## src/rtl/dma_line_ctrl.sv

```systemverilog
// Line-granular DMA controller: turns CPU word read/write commands into 512-bit host line transactions.
// Build macro DMA_LINE_CTRL_TIMEOUT_EN bounds host waits to TIMEOUT_CYCLES and raises a sticky err.
module dma_line_ctrl #(
  parameter int unsigned TIMEOUT_CYCLES = 1024
) (
  input  logic         clk,
  input  logic         rst_n,
  input  logic [1:0]   op,
  input  logic [63:0]  io_address,
  input  logic [31:0]  cpu_data_in,
  output logic [31:0]  cpu_data_out,
  output logic         rd_valid,
  output logic         tx_done,
  output logic         busy,
  output logic         host_rd_req,
  output logic [57:0]  host_rd_addr,
  input  logic         host_rd_ready,
  input  logic         host_rd_valid,
  input  logic [511:0] host_rd_data,
  output logic         host_wr_req,
  output logic [57:0]  host_wr_addr,
  output logic [511:0] host_wr_data,
  input  logic         host_wr_ready,
  input  logic         host_wr_ack,
  output logic         err
);

  typedef enum logic [2:0] {
    IDLE, RD_REQ, RD_WAIT, RD_STREAM, WR_FILL, WR_REQ, WR_WAIT, DONE
  } state_t;

  state_t       state, state_nxt;
  logic [3:0]   cnt;
  logic [511:0] line;
  logic [57:0]  line_addr;
  logic         rd_cap;
  logic         timeout;
  logic         to_abort;
  logic         unused_bits;

  assign unused_bits = (^io_address[5:0]) ^ (TIMEOUT_CYCLES == 0) ^ to_abort;

  always_ff @(posedge clk or negedge rst_n) begin
    if (!rst_n) state <= IDLE;
    else        state <= state_nxt;
  end

  always_comb begin
    state_nxt    = state;
    rd_cap       = 1'b0;
    to_abort     = 1'b0;
    busy         = (state != IDLE);
    rd_valid     = 1'b0;
    cpu_data_out = '0;
    tx_done      = 1'b0;
    host_rd_req  = 1'b0;
    host_rd_addr = '0;
    host_wr_req  = 1'b0;
    host_wr_addr = '0;
    host_wr_data = '0;
    case (state)
      IDLE: begin
        if (op == 2'b01)      state_nxt = RD_REQ;
        else if (op == 2'b11) state_nxt = WR_FILL;
      end
      RD_REQ: begin
        host_rd_req  = 1'b1;
        host_rd_addr = line_addr;
        if (host_rd_ready) begin
          rd_cap    = host_rd_valid;
          state_nxt = host_rd_valid ? RD_STREAM : RD_WAIT;
        end
      end
      RD_WAIT: begin
        if (host_rd_valid) begin
          rd_cap    = 1'b1;
          state_nxt = RD_STREAM;
        end
      end
      RD_STREAM: begin
        rd_valid     = 1'b1;
        cpu_data_out = line[{cnt, 5'b0} +: 32];
        if (cnt == 4'd15) state_nxt = DONE;
      end
      WR_FILL: begin
        if (cnt == 4'd15) state_nxt = WR_REQ;
      end
      WR_REQ: begin
        host_wr_req  = 1'b1;
        host_wr_addr = line_addr;
        host_wr_data = line;
        if (host_wr_ready) state_nxt = host_wr_ack ? DONE : WR_WAIT;
      end
      WR_WAIT: begin
        if (host_wr_ack) state_nxt = DONE;
      end
      DONE: begin
        tx_done   = 1'b1;
        state_nxt = IDLE;
      end
      default: state_nxt = IDLE;
    endcase
    // A timeout only wins when the host made no progress this cycle
    if (timeout && state_nxt == state) begin
      state_nxt = DONE;
      to_abort  = 1'b1;
    end
  end

  // op[0] is set exactly for the two real commands (01 read, 11 write)
  always_ff @(posedge clk or negedge rst_n) begin
    if (!rst_n) begin
      cnt       <= '0;
      line      <= '0;
      line_addr <= '0;
    end else begin
      if (state == IDLE && op[0]) line_addr <= io_address[63:6];
      if (rd_cap)                 line <= host_rd_data;
      else if (state == WR_FILL)  line[{cnt, 5'b0} +: 32] <= cpu_data_in;
      cnt <= (state == RD_STREAM || state == WR_FILL) ? cnt + 4'd1 : 4'd0;
    end
  end

`ifdef DMA_LINE_CTRL_TIMEOUT_EN
  logic [15:0] wait_cnt;
  logic        err_q;

  assign timeout = (state inside {RD_REQ, RD_WAIT, WR_REQ, WR_WAIT}) &&
                   (wait_cnt == 16'(TIMEOUT_CYCLES - 1));
  assign err     = err_q;

  always_ff @(posedge clk or negedge rst_n) begin
    if (!rst_n) begin
      wait_cnt <= '0;
      err_q    <= 1'b0;
    end else begin
      if (state inside {RD_REQ, RD_WAIT, WR_REQ, WR_WAIT}) wait_cnt <= wait_cnt + 16'd1;
      else                                                 wait_cnt <= '0;
      if (to_abort) err_q <= 1'b1;
    end
  end
`else
  assign timeout = 1'b0;
  assign err     = 1'b0;
`endif

endmodule

```

## config.mk

```make
export PLATFORM = sky130hd
export DESIGN_NAME = dma_line_ctrl
export DESIGN_NICKNAME = d
export VERILOG_FILES = /design/src/rtl/dma_line_ctrl.sv
export SDC_FILE = /design/constraint.sdc
export NUM_CORES = 2
export LEC_CHECK = 0
export CORE_AREA = 2 2 502 504
export CTS_CLUSTER_DIAMETER = 80
export DETAILED_ROUTE_END_ITERATION = 6
export DIE_AREA = 0 0 504 506
export SYNTH_ARGS = -nofsm -noshare
export SYNTH_HDL_FRONTEND = slang
export SYNTH_SLANG_ARGS = --single-unit
```

## constraint.sdc

```tcl
create_clock -name clk -period 4.3 [get_ports clk]
set_input_delay 0.86 -clock clk [delete_from_list [all_inputs] [get_ports clk]]
set_output_delay 0.86 -clock clk [all_outputs]
set_load 0.01 [all_outputs]
```

==> Flow_metrics.wiki <==
{| class="wikitable"
! Metric !! Value
|-
| Result of the run || finished clean
|-
| Share of cell area taken by muxes after synthesis || 12.8%
|-
| Async set or reset register ratio after synthesis || 100%
|-
| Num Clock Sinks || between 500 and 600
|-
| Global-route wire length before repair || roughly 410000 um
|-
| Average via count per standard cell || 4.72
|-
| Root cell of the clock tree || sky130_fd_sc_hd__clkbuf_16
|-
| Transition time of the tightest slew-check pin || roughly 1.3 ns
|-
| Number of antenna violations at the first check in global routing || 116
|-
| Wirelength per Cell || 39.1 um
|-
| Portion of synthesized cell area occupied by the leading cell type || between 40% and 50%
|-
| Number of buffers on the longest clock path || 3
|-
| Core utilization of the finished layout || between 20 and 25%
|-
| I/O pins || roughly 1300
|-
| Pin count of the biggest net entering global routing || 147
|-
| Critical path launch point type || register
|-
| Main combinational cell family by area after synthesis || simple AND/OR/NAND/NOR gates
|-
| Final count of pins violating max slew || 0
|-
| CTS tree || built
|-
| Cell types with the largest area share after synthesis || sky130_fd_sc_hd__dfrtp_1 (41%), sky130_fd_sc_hd__and2_1 (12%), sky130_fd_sc_hd__mux4_2 (8.2%)
|-
| Fmax || 233 MHz
|-
| Net Count, Synth || 4116
|-
| Synth-to-Final Area Change || 63.7%
|-
| Proportion of layout cells with a drive suffix above 1 || 16.9%
|-
| WS Path Type || reg2out
|-
| Total Routing Usage GR || 24.0%
|-
| Clk pin slew, worst setup/hold paths || about 0.060 ns
|-
| Most used DFF post-synth || sky130_fd_sc_hd__dfrtp_1
|-
| Total Routed Length || about 320000 um
|-
| Slew Limit Headroom || 16.1%
|-
| Total number of vias || 38400
|-
| Leakage power || 21.8 nW
|-
| Arr. time, crit path || 3.42 ns
|-
| Largest area contributor in the netlist || sky130_fd_sc_hd__dfrtp_1
|-
| Adder-cell area share of the yosys netlist || 0.143%
|-
| Number of standard-cell rows in the floorplan || 184
|-
| Sequential share of the synthesized area || approximately two fifths
|-
| Number of cells traversed by the worst register-to-register path || 6
|-
| Placement Cell Area || 54300 um2
|-
| Power density over the cells || 641 nW/um2
|-
| Number of remaining DRC errors || 0
|-
| Flops & latches, synth || 577
|-
| Cts bufs inserted || 85
|-
| Compound-Gate Fraction of Synth Area || 18.7%
|-
| H-tree levels || 3
|-
| Avg Cell Area, Syn || roughly 10 um2
|-
| Number of nets in the final layout || 5297
|-
| Initial Util || between 10% and 20%
|-
| Final hold vios || 0
|-
| Via count of the first global-routing pass || slightly below 40000
|-
| Number of distinct library cells after synthesis || 61
|-
| Required @ worst endpoint || 3.44 ns
|-
| EDFF count, synth || 0
|-
| IO buf count || 1274
|-
| Source-to-sink clock delay at the later pin of the worst-skew pair || 0.74 ns
|-
| VDD IR-drop max || 0.502 mV
|-
| Total congestion overflow after global routing || 0
|-
| Horizontal extent of the die || 504 um
|-
| Detailed-routing iteration count for the pre-antenna-repair pass || 5
|-
| DIE HEIGHT || ~510 um
|-
| Gate Count Post-Synth || 3496
|-
| RSZ-0062 raised after global routing || no
|-
| Post-synthesis share of cell area spent on and, or, nand and nor gates || 21.4%
|-
| Fin crit period || 4.28 ns
|-
| Hold buffer count at CTS || 0
|-
| Floorplan Core Area || roughly 250000 um2
|-
| Post-synth design cell area || 35000 um2
|-
| Hold/Removal Path Class || in2async
|-
| Synth warn || 0
|-
| Worst setup EP type || output port
|-
| Total power || 36.7 mW
|-
| Setup clock skew after layout || 0.0310 ns
|-
| Peak fanout along the critical path || 25
|-
| Xor and xnor fraction of the mapped netlist area || 0.0965%
|-
| Most instantiated library cell after synthesis || sky130_fd_sc_hd__and2_1
|-
| Max Cap Viol || 0
|-
| Design Area, Final || between 50000 and 60000 um2
|-
| Commonest cells in the netlist || sky130_fd_sc_hd__and2_1 (686), sky130_fd_sc_hd__dfrtp_1 (577), sky130_fd_sc_hd__nand2_1 (318)
|-
| Half-perimeter wire length of the detailed placement result || 252000 um
|-
| Post-route ant nets || 0
|-
| Final period utilization || 99.6%
|-
| Overall die area || 255000 um2
|-
| Final total negative setup slack || 0 ns
|-
| Final setup violation count || 0
|-
| DRC violation total after the first TritonRoute iteration || 4125
|-
| Placer's final routability congestion estimate || between 0.9 and 1
|}
## through the flow
stage	worst slack [ns]	cells	hold WS, ns
final	0.0155	8137	0.0929
after global routing	0.00713	8117	0.102
after CTS	0.00449	8092	0.147
after detailed placement	0.447	7933	0.485
after global placement	0.476	7933	0.480
after floorplan	1.05	3496	0.458
## timing repair
action | 4_1_cts | 5_1_grt
pin swaps | 0 | 0
endpoints found under the setup margin | 20 | 52
cloned | 1 | 1
resized for setup | 6 | 8
setup buffers | 3 | 0
## cells by family after synthesis
| kind of cell | after synthesis |
|---|---|
| simple gates | 1360 |
| compound gates | 797 |
| flops | 577 |
| buf+inv | 472 |
| mux | 282 |
| fa+ha+maj | 4 |
| xor+xnor | 3 |
| other cells | 1 |
## power breakdown
group          internal, mW  total, mW  switching [mW]
combinational          7.52       17.9            10.4
sequential             8.08       11.6            3.54
clock                  4.14       7.18            3.04
## layer usage
layer | track usage [%] | vias up | routed length (um)
li1 | - | 15500 | -
met1 | 26.5 | 19600 | 115000
met2 | 40.6 | 2689 | 152000
met3 | 8.00 | 606 | 30200
met4 | 12.9 | 16 | 20700
met5 | 0 | - | 99
## path summary, 6_finish.rpt
kind                                  startpoint                         to  slack [ns]
setup / recovery            state[1]$_DFFE_PN0P_           cpu_data_out[20]        0.02
hold / removal                             rst_n  line_addr[30]$_DFFE_PN0P_        0.09
setup reg to reg                cnt[1]$_DFF_PN0_       line[71]$_DFFE_PN0P_        0.66
hold reg to reg            line[363]$_DFFE_PN0P_      line[363]$_DFFE_PN0P_        0.50
max in group asynchronous                  rst_n      line[341]$_DFFE_PN0P_        2.95
min in group clk           line[363]$_DFFE_PN0P_      line[363]$_DFFE_PN0P_        0.50
## critical path: stages, from the launching register on
cell	delay, ns
sky130_fd_sc_hd__dfrtp_2	0.56
sky130_fd_sc_hd__nand2_1	0.12
sky130_fd_sc_hd__nor2_1	0.38
sky130_fd_sc_hd__nand2_2	0.35
sky130_fd_sc_hd__buf_12	0.28
sky130_fd_sc_hd__o22ai_1	0.33
sky130_fd_sc_hd__clkdlybuf4s50_1	0.63
## state kept, by name, indices dropped and copies added (netlist names)
signal	cells
line_addr	58
cnt	4
line	512
state	3
## placed cells by master, fill, tap and decap left out, types with 7 or more instances in the layout
cell / netlist / layout
sky130_fd_sc_hd__a21o_1: 20 / 19
sky130_fd_sc_hd__a21oi_1: 17 / 8
sky130_fd_sc_hd__a21oi_4: 0 / 9
sky130_fd_sc_hd__a221o_1: 211 / 211
sky130_fd_sc_hd__a22o_1: 19 / 19
sky130_fd_sc_hd__a31oi_1: 43 / 42
sky130_fd_sc_hd__and2_1: 686 / 686
sky130_fd_sc_hd__and3_1: 28 / 27
sky130_fd_sc_hd__buf_12: 0 / 196
sky130_fd_sc_hd__buf_4: 1 / 212
sky130_fd_sc_hd__clkbuf_1: 302 / 24
sky130_fd_sc_hd__clkbuf_16: 0 / 86
sky130_fd_sc_hd__clkbuf_8: 0 / 12
sky130_fd_sc_hd__clkdlybuf4s50_1: 0 / 1085
sky130_fd_sc_hd__clkinv_1: 9 / 9
sky130_fd_sc_hd__clkinv_2: 0 / 7
sky130_fd_sc_hd__clkinvlp_4: 0 / 7
sky130_fd_sc_hd__dfrtp_1: 577 / 572
sky130_fd_sc_hd__diode_2: 0 / 44
sky130_fd_sc_hd__inv_1: 55 / 54
sky130_fd_sc_hd__mux2_2: 58 / 58
sky130_fd_sc_hd__mux2i_1: 96 / 95
sky130_fd_sc_hd__mux4_2: 128 / 128
sky130_fd_sc_hd__nand2_1: 318 / 315
sky130_fd_sc_hd__nand3_1: 41 / 39
sky130_fd_sc_hd__nand4_1: 39 / 39
sky130_fd_sc_hd__nor2_1: 59 / 55
sky130_fd_sc_hd__nor3_1: 98 / 97
sky130_fd_sc_hd__nor4_1: 52 / 52
sky130_fd_sc_hd__o211ai_1: 217 / 217
sky130_fd_sc_hd__o21ai_0: 38 / 35
sky130_fd_sc_hd__o221ai_1: 26 / 26
sky130_fd_sc_hd__o22ai_1: 33 / 33
sky130_fd_sc_hd__o311ai_0: 115 / 115
sky130_fd_sc_hd__o31ai_1: 43 / 42
## cell type report
type / count / area, um2
antenna: 44 / 110
tap: 3348 / 4190
fill: 27100 / 193000
inverter: 64 / 253
timing repair buffer: 1502 / 16500
multi-input combinational: 2447 / 19000
clock buffer: 121 / 2380
clock inverter: 34 / 405
sequential: 577 / 14500
(Power assumes the default switching activity.)
